$ cat config.mk
export PLATFORM = sky130hd
export DESIGN_NAME = rcpu_irq_ctrl_flat
export DESIGN_NICKNAME = d
export VERILOG_FILES = /design/src/rtl/rcpu_irq_ctrl_if.sv /design/src/rtl/rcpu_irq_ctrl.sv /design/src/flat_wrapper.sv
export SDC_FILE = /design/constraint.sdc
export NUM_CORES = 1
export LEC_CHECK = 0
export ABC_AREA = 1
export ABC_CLOCK_PERIOD_IN_PS = 1820
export CAP_MARGIN = 20
export CORE_ASPECT_RATIO = 1.1
export CORE_MARGIN = 4
export CORE_UTILIZATION = 39
export DETAILED_ROUTE_END_ITERATION = 8
export GPL_ROUTABILITY_DRIVEN = 0
export PLACE_DENSITY = 0.86
export SYNTH_ARGS = -nofsm -noshare
export SYNTH_HDL_FRONTEND = slang
export SYNTH_SLANG_ARGS = --single-unit
$ cat constraint.sdc
create_clock -name clk -period 1.82 [get_ports clk]
set_input_delay 0.273 -clock clk [delete_from_list [all_inputs] [get_ports clk]]
set_output_delay 0.273 -clock clk [all_outputs]
set_load 0.01 [all_outputs]
$ cat src/rtl/rcpu_irq_ctrl_if.sv
// rcpu_irq_ctrl_if
// -----------------------------------------------------------------------------
// Bundles the interrupt handshake and the memory-mapped register bus that sit
// between the rcpu core and its interrupt controller.
//
// Parameters:
//   N  address bus width
//   M  data bus width
//
// Signals:
//   irq         controller -> core  interrupt request
//   turnOffIRQ  core -> controller  interrupt acknowledge
//   intAddr     controller -> core  vector address of the selected source
//   intData     controller -> core  ID of the selected source
//   memAddr     core -> controller  bus address
//   memWrite    core -> controller  bus write data
//   memWE       core -> controller  bus write enable
//   memRE       core -> controller  bus read enable
//   regHit      controller -> core  address selects a mapped register
//   regRead     controller -> core  mapped register read data
//
// Modports:
//   master  core side
//   slave   interrupt controller side
// -----------------------------------------------------------------------------
interface rcpu_irq_ctrl_if #(
  parameter int N = 32,
  parameter int M = 16
);
  logic         irq;
  logic         turnOffIRQ;
  logic [N-1:0] intAddr;
  logic [M-1:0] intData;
  logic [N-1:0] memAddr;
  logic [M-1:0] memWrite;
  logic         memWE;
  logic         memRE;
  logic         regHit;
  logic [M-1:0] regRead;

  modport master (
    input  irq, intAddr, intData, regHit, regRead,
    output turnOffIRQ, memAddr, memWrite, memWE, memRE
  );

  modport slave (
    output irq, intAddr, intData, regHit, regRead,
    input  turnOffIRQ, memAddr, memWrite, memWE, memRE
  );
endinterface

$ cat src/rtl/rcpu_irq_ctrl.sv
// rcpu_irq_ctrl
// -----------------------------------------------------------------------------
// Interrupt controller directly upstream of the rcpu core. Collects NSRC
// rising-edge-triggered sources into PENDING, qualifies them with MASK, and
// presents the lowest-index eligible source to the core as irq/intAddr/intData
// until the core acknowledges with turnOffIRQ.
//
// Optional feature (macro RCPU_IRQ_SYNC_EN): when defined, every src bit goes
// through a 2-flop synchronizer before edge detection (adds 2 cycles of
// src-to-PENDING latency, allows asynchronous sources).
//
// Ports:
//   clk   rising-edge clock
//   rst   asynchronous active-low reset
//   src   NSRC interrupt source lines, rising-edge triggered
//   bus   rcpu_irq_ctrl_if.slave: irq handshake and register bus
//
// Register map (word addresses):
//   REG_BASE+0  MASK     R/W  bit=1 enables the source
//   REG_BASE+1  PENDING  R/W1C
//   REG_BASE+2  STATUS   R    {id[7:4], 0, state[2:1], irq[0]}
// -----------------------------------------------------------------------------
module rcpu_irq_ctrl #(
  parameter int           NSRC       = 8,
  parameter int           N          = 32,
  parameter int           M          = 16,
  parameter logic [N-1:0] VEC_BASE   = 32'h00000100,
  parameter int           VEC_STRIDE = 4,
  parameter logic [N-1:0] REG_BASE   = 32'hFFFF1080
) (
  input  logic            clk,
  input  logic            rst,
  input  logic [NSRC-1:0] src,
  rcpu_irq_ctrl_if.slave  bus
);

  localparam logic [N-1:0] ADDR_MASK    = REG_BASE;
  localparam logic [N-1:0] ADDR_PENDING = REG_BASE + N'(32'd1);
  localparam logic [N-1:0] ADDR_STATUS  = REG_BASE + N'(32'd2);

  typedef enum logic [1:0] {
    IDLE = 2'd0,
    REQ  = 2'd1,
    ACK  = 2'd2
  } state_t;

  state_t          state_r, stateNext_s;
  logic [3:0]      id_r, idNext_s;
  logic            irq_r, irqNext_s;
  logic [N-1:0]    intAddr_r, intAddrNext_s;
  logic [M-1:0]    intData_r, intDataNext_s;

  logic [NSRC-1:0] srcIn_s;
  logic [NSRC-1:0] prev_r;
  logic [NSRC-1:0] rise_s;
  logic [NSRC-1:0] mask_r, maskNext_s;
  logic [NSRC-1:0] pending_r, pendingNext_s;
  logic [NSRC-1:0] pendClr_s;
  logic [NSRC-1:0] eligible_s;
  logic [3:0]      winId_s;
  logic [N-1:0]    vecAddr_s;
  logic            ackClr_s;

  logic            hitMask_s, hitPending_s, hitStatus_s;
  logic [7:0]      status_s;
  logic [M-1:0]    regRead_s;

`ifdef RCPU_IRQ_SYNC_EN
  logic [NSRC-1:0] srcMeta_r, srcSync_r;

  // Two-flop synchronizer for asynchronous interrupt sources.
  always_ff @(posedge clk or negedge rst) begin
    if (!rst) begin
      srcMeta_r <= {NSRC{1'b0}};
      srcSync_r <= {NSRC{1'b0}};
    end else begin
      srcMeta_r <= src;
      srcSync_r <= srcMeta_r;
    end
  end

  assign srcIn_s = srcSync_r;
`else
  assign srcIn_s = src;
`endif

  // Edge-history flops: one-cycle delayed copy of the source lines.
  always_ff @(posedge clk or negedge rst) begin
    if (!rst) begin
      prev_r <= {NSRC{1'b0}};
    end else begin
      prev_r <= srcIn_s;
    end
  end

  assign rise_s     = srcIn_s & ~prev_r;
  assign eligible_s = pending_r & mask_r;

  // Lowest eligible index wins: scan high to low so the last hit is the lowest.
  always_comb begin
    winId_s = 4'd0;
    for (int i = NSRC - 1; i >= 0; i--) begin
      winId_s = eligible_s[i] ? 4'(i) : winId_s;
    end
  end

  assign vecAddr_s = VEC_BASE + (N'(winId_s) * N'(VEC_STRIDE));

  // Register address decode.
  assign hitMask_s    = (bus.memAddr == ADDR_MASK);
  assign hitPending_s = (bus.memAddr == ADDR_PENDING);
  assign hitStatus_s  = (bus.memAddr == ADDR_STATUS);
  assign status_s     = {id_r, 1'b0, state_r, irq_r};

  // Combinational read mux; unused bits read as zero.
  always_comb begin
    regRead_s = {M{1'b0}};
    if (hitMask_s) begin
      regRead_s = M'(mask_r);
    end else if (hitPending_s) begin
      regRead_s = M'(pending_r);
    end else if (hitStatus_s) begin
      regRead_s = M'(status_s);
    end else begin
      regRead_s = {M{1'b0}};
    end
  end

  assign bus.regHit  = hitMask_s | hitPending_s | hitStatus_s;
  assign bus.regRead = regRead_s;

  // MASK and PENDING next-state: a new rising edge beats any same-cycle clear.
  always_comb begin
    maskNext_s = mask_r;
    pendClr_s  = {NSRC{1'b0}};
    ackClr_s   = 1'b0;
    if (bus.memWE && hitMask_s) begin
      maskNext_s = bus.memWrite[NSRC-1:0];
    end else begin
      maskNext_s = mask_r;
    end
    if (bus.memWE && hitPending_s) begin
      pendClr_s = bus.memWrite[NSRC-1:0];
    end else begin
      pendClr_s = {NSRC{1'b0}};
    end
    if ((state_r == REQ) && bus.turnOffIRQ) begin
      ackClr_s  = 1'b1;
      pendClr_s = pendClr_s | (NSRC'(32'd1) << id_r);
    end else begin
      ackClr_s  = 1'b0;
    end
    pendingNext_s = (pending_r & ~pendClr_s) | rise_s;
  end

  // MASK / PENDING registers.
  always_ff @(posedge clk or negedge rst) begin
    if (!rst) begin
      mask_r    <= {NSRC{1'b0}};
      pending_r <= {NSRC{1'b0}};
    end else begin
      mask_r    <= maskNext_s;
      pending_r <= pendingNext_s;
    end
  end

  // Request FSM next-state and output logic; outputs hold by default.
  always_comb begin
    stateNext_s   = state_r;
    idNext_s      = id_r;
    irqNext_s     = irq_r;
    intAddrNext_s = intAddr_r;
    intDataNext_s = intData_r;
    case (state_r)
      IDLE: begin
        if (eligible_s != {NSRC{1'b0}}) begin
          stateNext_s   = REQ;
          idNext_s      = winId_s;
          irqNext_s     = 1'b1;
          intAddrNext_s = vecAddr_s;
          intDataNext_s = M'(winId_s);
        end else begin
          stateNext_s   = IDLE;
        end
      end
      REQ: begin
        // Request is held until acked, regardless of mask/pending changes.
        if (ackClr_s) begin
          stateNext_s = ACK;
          irqNext_s   = 1'b0;
        end else begin
          stateNext_s = REQ;
        end
      end
      ACK: begin
        // One forced idle cycle keeps irq low between requests.
        stateNext_s = IDLE;
        irqNext_s   = 1'b0;
      end
      default: begin
        stateNext_s = IDLE;
        irqNext_s   = 1'b0;
      end
    endcase
  end

  // Request FSM state and registered outputs.
  always_ff @(posedge clk or negedge rst) begin
    if (!rst) begin
      state_r   <= IDLE;
      id_r      <= 4'd0;
      irq_r     <= 1'b0;
      intAddr_r <= {N{1'b0}};
      intData_r <= {M{1'b0}};
    end else begin
      state_r   <= stateNext_s;
      id_r      <= idNext_s;
      irq_r     <= irqNext_s;
      intAddr_r <= intAddrNext_s;
      intData_r <= intDataNext_s;
    end
  end

  assign bus.irq     = irq_r;
  assign bus.intAddr = intAddr_r;
  assign bus.intData = intData_r;

  // memRE only qualifies reads in the integrating mux outside this block.
  logic unused_s;
  assign unused_s = ^{1'b0, bus.memRE, bus.memWrite};

endmodule

$ cat src/flat_wrapper.sv
// flat-port wrapper written by rule: the top's interface ports become plain ports
module rcpu_irq_ctrl_flat 
#(
  parameter int           NSRC       = 8,
  parameter int           N          = 32,
  parameter int           M          = 16,
  parameter logic [N-1:0] VEC_BASE   = 32'h00000100,
  parameter int           VEC_STRIDE = 4,
  parameter logic [N-1:0] REG_BASE   = 32'hFFFF1080
)
  (clk, rst, src, bus_irq, bus_intAddr, bus_intData, bus_regHit, bus_regRead, bus_turnOffIRQ, bus_memAddr, bus_memWrite, bus_memWE, bus_memRE);
  rcpu_irq_ctrl_if #(.N(N), .M(M)) bus_i ();
  input  logic clk;
  input  logic rst;
  input  logic [NSRC-1:0] src;
  output wire logic [$bits(bus_i.irq)-1:0] bus_irq;
  output wire logic [$bits(bus_i.intAddr)-1:0] bus_intAddr;
  output wire logic [$bits(bus_i.intData)-1:0] bus_intData;
  output wire logic [$bits(bus_i.regHit)-1:0] bus_regHit;
  output wire logic [$bits(bus_i.regRead)-1:0] bus_regRead;
  input wire logic [$bits(bus_i.turnOffIRQ)-1:0] bus_turnOffIRQ;
  input wire logic [$bits(bus_i.memAddr)-1:0] bus_memAddr;
  input wire logic [$bits(bus_i.memWrite)-1:0] bus_memWrite;
  input wire logic [$bits(bus_i.memWE)-1:0] bus_memWE;
  input wire logic [$bits(bus_i.memRE)-1:0] bus_memRE;
  assign bus_irq = bus_i.irq;
  assign bus_intAddr = bus_i.intAddr;
  assign bus_intData = bus_i.intData;
  assign bus_regHit = bus_i.regHit;
  assign bus_regRead = bus_i.regRead;
  assign bus_i.turnOffIRQ = bus_turnOffIRQ;
  assign bus_i.memAddr = bus_memAddr;
  assign bus_i.memWrite = bus_memWrite;
  assign bus_i.memWE = bus_memWE;
  assign bus_i.memRE = bus_memRE;
  rcpu_irq_ctrl #(.NSRC(NSRC), .N(N), .M(M), .VEC_BASE(VEC_BASE), .VEC_STRIDE(VEC_STRIDE), .REG_BASE(REG_BASE)) u_core (.clk(clk), .rst(rst), .src(src), .bus(bus_i));
endmodule
==> impl_metrics.toml, run 1 <==
[sta]
hold_violations = 0
fmax_mhz = 562.0
hold_ws_ps = 375.1
final-setup-viol-count = 0
finalCriticalPeriod_ps = 1779
period_share_pct = 97.76
drv_slew = 0
fin_skew_ps = 9.413

[min_path]
min-delay-path-class = "primary input to asynchronous set/reset pin"

[yosys]
syn_area_sq_um = 2213
synth_mux_area_share_pct = 0
yosys.area_share.adder_pct = 0
syn_avg_cell_area_sq_um = 7.186
synth_xor_area_share_pct = 0
yosysSeqAreaShare_pct = 35.05
synth_top_family_by_area = "simple AND/OR/NAND/NOR gates"
synth_compound_area_share_pct = 8.253
ys_seq_elements = 31
postSynthCellCount = 308
yosys_warnings = 0
synth-simple-area-share_pct = 30.02
yosysUniqueCellTypes = 24

[setup_path]
crit_path_end_kind = "output port"
cp_max_fo = 6
critPathCapture = "bus_regRead[5]"
cp_slowest_cell = "nor2_4"
path_cells = "dlygate4sd2_1 -> nand2_1 -> nor2_1 -> nand2_1 -> nor2_4 -> buf_6 -> buf_16 -> nand3_1 -> nand3_2 -> buf_2"
required_ps = 1550
crit_family = "simple AND/OR/NAND/NOR gates"
arrival_ps = 1510
regToRegSetupSlack_ps = 240
crit_type = "primary input to output port"
cpMostUsedCell = "nand2_1"
r2r-end = "u_core.bus.intAddr[8]"
cp.depth = 10
critical_path.startpoint_type = "primary input"
reg2reg_from = "u_core.mask_r[5]"
critPathLaunch = "bus_memAddr[28]"
cp_slowest_stage_delay_ps = 220
worst_r2r_path_depth = 7
path_buf_inv = 4

[drt]
ant_nets = 0
dr.pass1.iters = 4
routed_wirelength_um = 5461
post_drt_wl_per_cell_um = 11.64
first_iter_violations = 72
viasPerCell = 4.337
vias = 2034
drc = 0

[global_routing]
grt_overflow = 0
antenna_found_initial = 0
grt_pass1_vias = 1971
grtUsageMet2_pct = 30.37
grt_use_total_pct = 15.93
grt_max_degree = 32
met1_usage_pct = 16.45
grt-busiest-layer = "met2"
grt_use_met3_pct = 4.658
grt_pass1_wl_um = 8535

[placed_design]
place_hpwl_um = 4174
port_buffers = 68
dp.cells = 456

[finish]
antennaDiodeCount = 0
layout_common_cells = "84 x nand2_1, 49 x conb_1, 44 x inv_1"
area_growth_pct = 36.12
nNetsFinal = 454
finish.utilization_pct = 55.48
mostFrequentLayoutCell = "nand2_1"
stdcell_count = 469
drive_above_1_share_pct = 23.60

[power]
leakage_nw = 1.651
p_per_area_nw_per_um2 = 498.3
ir_drop_mv = 0.5874

[clocking]
clk_path_buf_depth = 2
cts_tree = "yes"
clock_sinks = 31
clock_latency_ps = 290
cts.clk_slew.worst_paths_ps = 70
h-tree-depth = 2
cts_root_buf = "clkbuf_8"
cts_buffers = 5

[run_status]
outcome = "finished, final reports clean"

[floorplanning]
start_util_pct = 40.76
die-area_sq_um = 6946
dieHeight_um = 87.01
core_sq_um = 5430
num_rows = 28
chipWidth_um = 79.83
ios = 127

[job]
drv_cap = 0
[worst min path at each step]
| stage | startpoint | end | depth (start not counted) |
|---|---|---|---|
| final | rst | u_core.pending_r[7] | 2 |
| after global routing | rst | u_core.pending_r[7] | 2 |
| after CTS | rst | u_core.bus.irq | 2 |
| after detailed placement | u_core.bus.intAddr[8] | u_core.bus.intAddr[8] | 1 |
| after global placement | u_core.bus.intAddr[8] | u_core.bus.intAddr[8] | 1 |
| after floorplan | rst | u_core.bus.intAddr[2] | 0 |
[per-layer routing]
layer	share of wire, %	vias to the layer above
met3	9.9	11
met2	53	106
met1	35	906
met4	1.8	0
met5	0	-
li1	-	1011
[cells in the mapped netlist]
master / number / share of area, %
nand3_4: 1 / 0.79
nor2_1: 17 / 2.9
or2_2: 1 / 0.28
buf_2: 1 / 0.23
nand3_2: 1 / 0.45
nor2_2: 1 / 0.28
inv_2: 1 / 0.17
o21ai_2: 8 / 3.2
inv_1: 47 / 8.0
nand3_1: 27 / 6.1
o211ai_1: 1 / 0.34
dfrtp_1: 31 / 35
conb_1: 1 / 0.17
nor3_4: 1 / 0.74
a21oi_1: 7 / 1.6
a21boi_0: 3 / 1.0
nand2_1: 85 / 14
nor3_1: 4 / 0.90
nor2_4: 4 / 2.0
buf_6: 1 / 0.51
o31ai_1: 1 / 0.34
o21ai_0: 8 / 1.8
buf_4: 52 / 18
nand2_2: 4 / 1.1
[cell families (layout without fill, tap and decap cells)]
kind of cell,after synthesis,in the layout
AOI/OAI and AO/OA,28,28
DFF,31,31
other,1,49
buffers and inverters,102,140
and+or+nand+nor,146,146
[state kept, by name, indices dropped and copies added, names as in the netlist]
register	cells
u_core.pending_r	8
u_core.prev_r	8
u_core.bus.irq	1
u_core.mask_r	8
u_core.bus.intAddr	4
u_core.state_r	2
[through the flow]
step,cell area (sq um),setup WS (ps),TNS [ps],total power (W)
floorplan,2394,384.8,0,0.0008761
global placement,2856,-590.6,-6941,0.0009404
detailed placement,2856,-660.0,-8249,0.0009455
CTS,2997,0.9159,0,0.001513
global route,3013,-26.06,-37.06,0.001573
finish,3013,40.74,0,0.001501
[where the power goes]
part           internal, W  switching (W)
combinational    0.0000907       0.000117
sequential        0.000699     0.00000347
clock             0.000345       0.000246
[what timing repair did]
item / 4_1_cts / 5_1_grt
resized for setup: 92 / 61
setup endpoints to repair: 9 / 9
gates cloned: 1 / 0
hold buffers: 0 / 0
pin swaps: 31 / 35
setup buffers: 3 / 2
[area by class of cell]
type	count	area [sq um]
Inverter	48	180.2
Timing Repair Buffer	84	711.9
Multi-Input combinational cell	223	1151
Fill cell	492	2417
Tap cell	75	93.84
Sequential cell	31	775.7
Clock buffer	8	100.1
(Power assumes the default switching activity.)
==> inputs of run 2 (changes only) <==
--- a/config.mk
+++ b/config.mk
@@ -12,7 +12,6 @@
 export CORE_MARGIN = 4
 export CORE_UTILIZATION = 39
 export DETAILED_ROUTE_END_ITERATION = 8
-export GPL_ROUTABILITY_DRIVEN = 0
 export PLACE_DENSITY = 0.86
 export SYNTH_ARGS = -nofsm -noshare
 export SYNTH_HDL_FRONTEND = slang
==> impl_metrics.toml, run 2 (same netlist as run 1, synthesis figures left out) <==
[setup_path]
cp_slowest_stage_delay_ps = 290
required_ps = 1550
critical_path.startpoint_type = "primary input"
crit_type = "primary input to output port"
path_cells = "dlygate4sd2_1 -> inv_1 -> nand3_1 -> nor3_2 -> buf_4 -> nand3_2 -> o211ai_1 -> buf_2"
arrival_ps = 1460
cp_max_fo = 5
crit_path_end_kind = "output port"
cp_slowest_cell = "dlygate4sd2_1"

[run_status]
outcome = "finished, final reports clean"

[finish]
final_area_sq_um = 3052
nNetsFinal = 454
drive_above_1_share_pct = 22.08
mostFrequentLayoutCell = "nand2_1"
largestRegisters = "u_core.mask_r x8, u_core.pending_r x8, u_core.prev_r x8"
layout_common_cells = "83 x nand2_1, 49 x conb_1, 45 x inv_1"
antennaDiodeCount = 0
stdcell_count = 469
area_growth_pct = 37.87

[floorplanning]
dieHeight_um = 87.01
chipWidth_um = 79.83
ios = 127
core_sq_um = 5430
start_util_pct = 40.76
die-area_sq_um = 6946
num_rows = 28

[power]
p_per_area_nw_per_um2 = 528.1
leakage_nw = 1.638
ir_drop_mv = 0.5578

[clocking]
cts_root_buf = "clkbuf_8"
cts.clk_slew.worst_paths_ps = 70
clock_latency_ps = 280
cts_tree = "yes"
cts_buffers = 5
clock_sinks = 31
h-tree-depth = 2
clk_path_buf_depth = 2

[drt]
routed_wirelength_um = 5439
ant_nets = 0
viasPerCell = 4.290
dr.pass1.iters = 4
first_iter_violations = 77
vias = 2012
drc = 0
post_drt_wl_per_cell_um = 11.60

[sta]
hold_violations = 0
fin_skew_ps = 8.437
period_share_pct = 95.44
hold_ws_ps = 369.2
drv_slew = 0
final-setup-viol-count = 0
fmax_mhz = 575.7
finalCriticalPeriod_ps = 1737

[placed_design]
port_buffers = 68
gp_congestion = 0.8355
place_area_sq_um = 2861
dp.cells = 455
place_hpwl_um = 4284

[global_routing]
grt_overflow = 0
grt_max_degree = 32
grt_pass1_vias = 1962
grt_use_total_pct = 15.67
grt_pass1_wl_um = 8645
antenna_found_initial = 0

[min_path]
min-delay-path-class = "primary input to asynchronous set/reset pin"

[job]
drv_cap = 0
## run 2: per-layer routing
layer	up-vias	share of wire, %	track usage [%]
li1	1010	-	-
met1	895	36	17.35
met2	93	54	28.63
met3	14	8.8	4.037
met4	0	1.9	5.837
met5	-	0	0
## run 2: what timing repair did
action	4_1_cts	5_1_grt
pin swaps	32	34
setup endpoints to repair	9	9
hold buffers	0	0
resized for setup	91	48
hold endpoints to repair	0	0
gates cloned	1	0
buffers inserted	3	2
## run 2: worst paths after layout
| check | start | endpoint | slack, ps | depth (start not counted) |
|---|---|---|---|---|
| min in group clk | src[6] | u_core.prev_r[6] | 450 | 1 |
| setup / recovery | bus_memAddr[0] | bus_regRead[6] | 80 | 8 |
| max in group asynchronous | rst | u_core.bus.intAddr[2] | 1160 | 2 |
| hold / removal | rst | u_core.prev_r[2] | 370 | 2 |
| setup reg to reg | u_core.mask_r[5] | u_core.bus.intAddr[8] | 180 | 7 |
| hold reg to reg | u_core.bus.intAddr[8] | u_core.bus.intAddr[8] | 470 | 1 |
## run 2: layout make-up
type | instances | area [sq um]
clock buffer | 6 | 82.58
fill | 516 | 2379
multi-input combinational | 223 | 1124
timing repair buffer | 84 | 760.7
tap | 75 | 93.84
sequential | 31 | 775.7
clock inverter | 2 | 35.03
inverter | 48 | 180.2
## run 2: worst max-delay path, delay by kind of cell
kind / cells / cell delay, ps
AND/OR/NAND/NOR: 3 / 350
AO/OA/AOI/OAI: 1 / 100
buffers and inverters: 4 / 730
## run 2: per-stage QoR
stage / util (%) / TNS, ps / setup WS [ps] / total power [W]
floorplan: - / 0 / 384.8 / 0.0008761
global placement: 52.70 / -6733 / -596.4 / 0.0009387
detailed placement: 52.70 / -7872 / -640.5 / 0.0009447
CTS: 55.41 / 0 / 28.95 / 0.001621
global route: 56.20 / -40.58 / -14.79 / 0.001674
finish: 56.20 / 0 / 82.98 / 0.001612
## run 2: power breakdown
part | internal, W | total [W] | switching, W
clock network | 0.000442 | 0.000697 | 0.000255
logic | 0.0000930 | 0.000212 | 0.000119
registers | 0.000699 | 0.000703 | 0.00000341
total | 0.00123 | 0.00161 | 0.000377
==> inputs of run 3 (changes only) <==
--- a/config.mk
+++ b/config.mk
@@ -12,6 +12,7 @@
 export CORE_MARGIN = 4
 export CORE_UTILIZATION = 39
 export DETAILED_ROUTE_END_ITERATION = 8
+export GPL_ROUTABILITY_DRIVEN = 0
 export PLACE_DENSITY = 0.86
 export SYNTH_ARGS = -nofsm -noshare
 export SYNTH_HDL_FRONTEND = slang
==> results of run 3 <==
The final DEF is identical to that of run 1; final timing and power are the same.
